===== config.mk =====
export PLATFORM = sky130hd
export DESIGN_NAME = ethernet_frame_generator
export DESIGN_NICKNAME = d
export VERILOG_FILES = /design/src/rtl/ethernet_frame_generator.sv
export SDC_FILE = /design/constraint.sdc
export NUM_CORES = 1
export LEC_CHECK = 0
export CAP_MARGIN = 20
export CORE_MARGIN = 2
export CORE_UTILIZATION = 50
export CTS_CLUSTER_SIZE = 12
export DETAILED_ROUTE_END_ITERATION = 8
export GPL_ROUTABILITY_DRIVEN = 0
export PLACE_DENSITY_LB_ADDON = 0.15
export SYNTH_ARGS = -nofsm -noshare
export SYNTH_HDL_FRONTEND = slang
export SYNTH_SLANG_ARGS = --single-unit

===== constraint.sdc =====
create_clock -name clk -period 3.9 [get_ports clk]
set_input_delay 1.17 -clock clk [delete_from_list [all_inputs] [get_ports clk]]
set_output_delay 1.17 -clock clk [all_outputs]
set_load 0.02 [all_outputs]

===== src/rtl/ethernet_frame_generator.sv =====
// Byte-wide Ethernet-style frame source: idle gap, preamble, SFD,
// incrementing payload and a single end-of-frame byte, repeated on request.
module ethernet_frame_generator #(
    parameter int unsigned IDLE_CYCLES     = 12,
    parameter int unsigned PREAMBLE_CYCLES = 7,
    parameter int unsigned SFD_CYCLES      = 1,
    parameter int unsigned DATA_CYCLES     = 46,
    parameter logic [7:0]  IDLE_CODE       = 8'h00,
    parameter logic [7:0]  PREAMBLE_CODE   = 8'h55,
    parameter logic [7:0]  SFD_CODE        = 8'hD5,
    parameter logic [7:0]  EOF_CODE        = 8'h00
) (
    input  logic       clk,
    input  logic       reset,
    input  logic       start,
    output logic [7:0] tx_data,
    output logic       tx_ctrl,
    output logic       tx_clk
);

    localparam int unsigned IW = $clog2(IDLE_CYCLES + 1);
    localparam int unsigned PW = $clog2(PREAMBLE_CYCLES + 1);
    localparam int unsigned SW = $clog2(SFD_CYCLES + 1);
    localparam int unsigned DW = $clog2(DATA_CYCLES + 1);

    // Idle counter holds completed idle cycles; the current cycle completes
    // the gap when the counter already shows IDLE_CYCLES-1.
    localparam logic [IW-1:0] IDLE_MAX  = IW'(IDLE_CYCLES);
    localparam logic [IW-1:0] IDLE_LAST = IW'(IDLE_CYCLES - 1);
    localparam logic [PW-1:0] PRE_LAST  = PW'(PREAMBLE_CYCLES - 1);
    localparam logic [SW-1:0] SFD_LAST  = SW'(SFD_CYCLES - 1);
    localparam logic [DW-1:0] DATA_LAST = DW'(DATA_CYCLES - 1);

    typedef enum logic [2:0] {
        S_IDLE,
        S_PREAMBLE,
        S_SFD,
        S_DATA,
        S_EOF
    } state_t;

    state_t        r_state;
    state_t        w_state_nxt;
    logic [IW-1:0] r_idle_cnt;
    logic [IW-1:0] w_idle_cnt_nxt;
    logic [PW-1:0] r_pre_cnt;
    logic [PW-1:0] w_pre_cnt_nxt;
    logic [SW-1:0] r_sfd_cnt;
    logic [SW-1:0] w_sfd_cnt_nxt;
    logic [DW-1:0] r_data_cnt;
    logic [DW-1:0] w_data_cnt_nxt;
    logic [7:0]    r_tx_data;
    logic [7:0]    w_tx_data_nxt;
    logic          r_tx_ctrl;
    logic          w_tx_ctrl_nxt;

    assign tx_clk  = clk;
    assign tx_data = r_tx_data;
    assign tx_ctrl = r_tx_ctrl;

    // State, phase counters and registered outputs, all on the same edge.
    always_ff @(posedge clk or posedge reset) begin
        if (reset) begin
            r_state    <= S_IDLE;
            r_idle_cnt <= '0;
            r_pre_cnt  <= '0;
            r_sfd_cnt  <= '0;
            r_data_cnt <= '0;
            r_tx_data  <= IDLE_CODE;
            r_tx_ctrl  <= 1'b0;
        end else begin
            r_state    <= w_state_nxt;
            r_idle_cnt <= w_idle_cnt_nxt;
            r_pre_cnt  <= w_pre_cnt_nxt;
            r_sfd_cnt  <= w_sfd_cnt_nxt;
            r_data_cnt <= w_data_cnt_nxt;
            r_tx_data  <= w_tx_data_nxt;
            r_tx_ctrl  <= w_tx_ctrl_nxt;
        end
    end

    // Next-state selection; start only matters once the idle gap is met.
    always_comb begin
        w_state_nxt = r_state;
        case (r_state)
            S_IDLE:     if (start && (r_idle_cnt >= IDLE_LAST)) w_state_nxt = S_PREAMBLE;
            S_PREAMBLE: if (r_pre_cnt == PRE_LAST)               w_state_nxt = S_SFD;
            S_SFD:      if (r_sfd_cnt == SFD_LAST)               w_state_nxt = S_DATA;
            S_DATA:     if (r_data_cnt == DATA_LAST)             w_state_nxt = S_EOF;
            S_EOF:                                               w_state_nxt = S_IDLE;
            default:                                             w_state_nxt = S_IDLE;
        endcase
    end

    // Phase counters count cycles spent in the state being entered; they
    // restart at zero on every state entry, so the payload index restarts per frame.
    always_comb begin
        w_idle_cnt_nxt = '0;
        w_pre_cnt_nxt  = '0;
        w_sfd_cnt_nxt  = '0;
        w_data_cnt_nxt = '0;
        if (r_state == S_IDLE && w_state_nxt == S_IDLE && r_idle_cnt != IDLE_MAX)
            w_idle_cnt_nxt = r_idle_cnt + IW'(1);
        else if (r_state == S_IDLE && w_state_nxt == S_IDLE)
            w_idle_cnt_nxt = r_idle_cnt;
        if (r_state == S_PREAMBLE && w_state_nxt == S_PREAMBLE)
            w_pre_cnt_nxt = r_pre_cnt + PW'(1);
        if (r_state == S_SFD && w_state_nxt == S_SFD)
            w_sfd_cnt_nxt = r_sfd_cnt + SW'(1);
        if (r_state == S_DATA && w_state_nxt == S_DATA)
            w_data_cnt_nxt = r_data_cnt + DW'(1);
    end

    // Output values for the state being entered, registered alongside it.
    always_comb begin
        w_tx_data_nxt = IDLE_CODE;
        w_tx_ctrl_nxt = 1'b0;
        case (w_state_nxt)
            S_PREAMBLE: begin
                w_tx_data_nxt = PREAMBLE_CODE;
                w_tx_ctrl_nxt = 1'b1;
            end
            S_SFD: begin
                w_tx_data_nxt = SFD_CODE;
                w_tx_ctrl_nxt = 1'b1;
            end
            S_DATA: begin
                w_tx_data_nxt = 8'(w_data_cnt_nxt);
                w_tx_ctrl_nxt = 1'b1;
            end
            S_EOF: begin
                w_tx_data_nxt = EOF_CODE;
                w_tx_ctrl_nxt = 1'b0;
            end
            default: begin
                w_tx_data_nxt = IDLE_CODE;
                w_tx_ctrl_nxt = 1'b0;
            end
        endcase
    end

endmodule


# Word-level counts from Yosys, hierarchy flattened

Index checks and enable logic that the tools add are counted.

Add/subtract/negate cells: 4
Magnitude comparators: 1
Equality and inequality tests: 10
Mux-type cells: 12
Reductions and logical operators: 9

Operator list:

| operator              | number |
|---|---|
| $pmux W8 S3           | 1 |
| $mux W3               | 5 |
| $eq A3 B2 Y1 const B  | 4 |
| $pmux W3 S4           | 1 |
| $mux W4               | 2 |
| $add A6 B1 Y6 const B | 1 |
| $eq A3 B1 Y1 const B  | 2 |
| $eq A6 B6 Y1 const B  | 1 |
| $logic_and A1 B1 Y1   | 6 |
| $logic_not A3 Y1      | 2 |
| $mux W6               | 1 |
| $add A4 B1 Y4 const B | 1 |
| $ge A4 B4 Y1 const B  | 1 |
| $ne A4 B4 Y1 const B  | 1 |
| $add A3 B1 Y3 const B | 1 |
| $eq A3 B3 Y1 const B  | 1 |
| $reduce_or A3 Y1      | 1 |
| $mux W1               | 2 |
| $ne A2 B1 Y1 const B  | 1 |
| $add A1 B1 Y1 const B | 1 |

Register bits after elaboration: 26
Input port bits: 3
Output and inout bits: 10
Word-level logic and storage cells: 43

# Longest topological paths before layout

Depth after elaboration: 8
Depth in mapped cells: 6
Gate-level depth less buffers: 5

==> results.toml <==
[grt]
groute.layer.met1.usage = 0.193
use_met3 = 0.0343
groute.usage.overall = 0.168
grt.met2_usage = 0.257
grt.busiest_layer = "met2"
number_of_global_route_vias_before_repair = 782
antenna_found_initial = 0
pin_count_of_the_biggest_net_entering_global_routing = 27
grt_first_pass_wirelength_um = 3140
global_route.overflow_total = 0

[cts]
cts_tree = "done"
worst_setup_hold_path_clk_slew_ns = 0.12
clk-insertion-delay-late_ns = 0.42
ctsResizeCount = 0
cts.repair_timing.setup_buffer_count = 0
cts_hold_repair.buffers = 0

[timing]
rsz0062_at_grt = "false"
setup_viol_count_final = 0
slew_violations = 0
setup_slack_ns = 0.0366
hold_viol_final = 0
finalClockSkew_ns = 0.00273
worstMarginPinSlew_ns = 0.922
setup-tns-final_ns = 0
whs_ns = 0.512
relSlewSlack = 0.385

[floorplan]
die_span_in_y_um = 52.2
total_core_area_mm2 = 0.00221
initial_utilization = 0.526
fp-row-count = 17
die-area_mm2 = 0.00273
die_width_um = 52.2
floorplan.io_pins = 13

[logic_synthesis]
synth.area.top_cells = "sky130_fd_sc_hd__dfrtp_1 (56%), sky130_fd_sc_hd__ha_1 (6.5%), sky130_fd_sc_hd__nor2_1 (4.5%), sky130_fd_sc_hd__nand3_1 (3.0%), sky130_fd_sc_hd__buf_4 (1.9%)"
synth_xor_area_frac = 0.0301
edff_count_synth = 0
commonest_cells_post_synth = "sky130_fd_sc_hd__dfrtp_1 (26), sky130_fd_sc_hd__nor2_1 (14), sky130_fd_sc_hd__nand3_1 (7)"
synth_top_flop_cell = "sky130_fd_sc_hd__dfrtp_1"
synth_top_family_by_area = "simple AND/OR/NAND/NOR gates"
synth_compound_gate_area_share = 0.0903
mappedNetlistNets = 115
yosys-mux-area-fraction = 0.0172
synth_cell_type_count = 36
yosys_register_bits = 26
synth.top_cell.area_share = 0.559
syn_inst = 106
post_synth_instance_area_mm2 = 0.00116
synth_most_common_cell = "sky130_fd_sc_hd__dfrtp_1"
synth-seq-area-share = 0.559
async_reset_ff_frac = 1.00
synth_simple_gate_area_frac = 0.192
yosysTopAreaCell = "sky130_fd_sc_hd__dfrtp_1"
avgSynthCellArea_um2 = 11.0
yosysWarningCount = 0
synth_fa_ha_area_frac = 0.0645

[pwr]
power.density_cell_area_mw_per_mm2 = 647
leakage_nw = 0.586
vdd.ir_drop.worst_mv = 0.609

[worst_setup_path]
data_arrival_critical_path_ns = 2.69
timing.critical_path.to_type = "output pin"
data_required_time_of_the_worst_path_ns = 2.73
timing.critical_path.buf_inv = 3
worst_path_dominant_cell_family = "buffers and inverters"
worst-setup-path-type = "clk -> out"
critical_path.max_fanout = 2
cp_slowest_cell = "sky130_fd_sc_hd__clkdlybuf4s50_1"
critical_path.max_stage_delay_ns = 0.52
timing.critical_path.cells = "clkbuf_4 -> clkbuf_4 -> clkdlybuf4s50_1"
critical_path.most_common_cell = "sky130_fd_sc_hd__clkbuf_4"
start_kind = "clock port"
setup.reg_to_reg.worst_slack_ns = 2.19

[final_layout]
fillers = 203
nNetsFinal = 131
area_delta_synth_final_pct = 14.8
insertedDiodeCount = 0
stdcell_area_mm2 = 0.00134
multiInputGateArea_um2 = 463
post_route_cells_drive_above_1_share = 0.100
post_route_utilization = 0.604
area.sequential_um2 = 651

[detailed_routing]
detail_route.vias_per_cell = 5.43
drt-pass1-iter-count = 4
postRouteAntennaNets = 0
route.detailed.drc = 0
routed-via-count = 803
drt-wirelength-per-cell_um = 12.1
drt_iter0_markers = 18
routed_wl_um = 1790

[place]
dpl.hpwl_um = 1310
postPlaceCellArea_mm2 = 0.00129
io_buffers = 12
dp_worst_setup_slack_ns = 0.272

[status]
outcome = "completed"

[flow_run]
cap_viol_max_count = 0

[min_path]
hold_path.class = "reg -> reg"
==> report_power, final <==
| part | total, mW | switching, mW | internal [mW] |
|---|---|---|---|
| registers | 0.396 | 0.0576 | 0.339 |
| clock network | 0.180 | 0.0930 | 0.0874 |
| logic | 0.288 | 0.159 | 0.129 |
| total | 0.865 | 0.310 | 0.555 |
==> sequential cells by signal (all words and copies together) (netlist names) <==
signal      cells
r_data_cnt      6
r_state         3
tx_data         8
r_sfd_cnt       1
tx_ctrl         1
r_idle_cnt      4
r_pre_cnt       3
==> cell usage in the layout, fill, tap and decap left out, drive strengths merged, types with 3 or more instances in the layout <==
cell,count
dfrtp,26
o22ai,3
nand2,3
inv,6
nand3,7
clkdlybuf4s50,12
nand3b,3
clkbuf,6
nor3,3
ha,6
nor2,15
a21oi,4
o21ai,3
==> logic make-up (layout without fill, tap and decap cells) <==
group / count (synthesis) / count (layout)
compound gates: 15 / 15
xor+xnor: 4 / 4
fa+ha+maj: 6 / 6
buf+inv: 10 / 24
flops: 26 / 26
mux: 2 / 2
other cells: 1 / 1
simple gates: 42 / 42
==> path summary, 6_finish.rpt <==
check                              start            end  cells after the start
setup / recovery                     clk         tx_clk                      3
hold / removal              r_pre_cnt[0]   r_pre_cnt[0]                      1
setup reg to reg           r_data_cnt[0]     tx_data[0]                      4
hold reg to reg             r_pre_cnt[0]   r_pre_cnt[0]                      1
max in group asynchronous          reset  r_idle_cnt[3]                      2
min in group asynchronous          reset  r_idle_cnt[1]                      2
==> routing by layer <==
metal,part of all wire,up-vias
li1,-,391
met4,0.041,0
met3,0.038,8
met5,0,-
met1,0.43,387
met2,0.49,17
==> cell type report <==
type,count,share of cell area
Multi-Input combinational cell,70,0.346
Timing Repair Buffer,11,0.0824
Sequential cell,26,0.487
Tap cell,28,0.0262
Clock buffer,7,0.0412
Inverter,6,0.0169
==> metrics by stage <==
stage	std cells	power (mW)
finish	148	0.865
global route	148	0.940
CTS	148	0.879
detailed placement	142	0.729
global placement	142	0.721
floorplan	106	0.631
No activity file was read; power rests on OpenSTA's default activity.
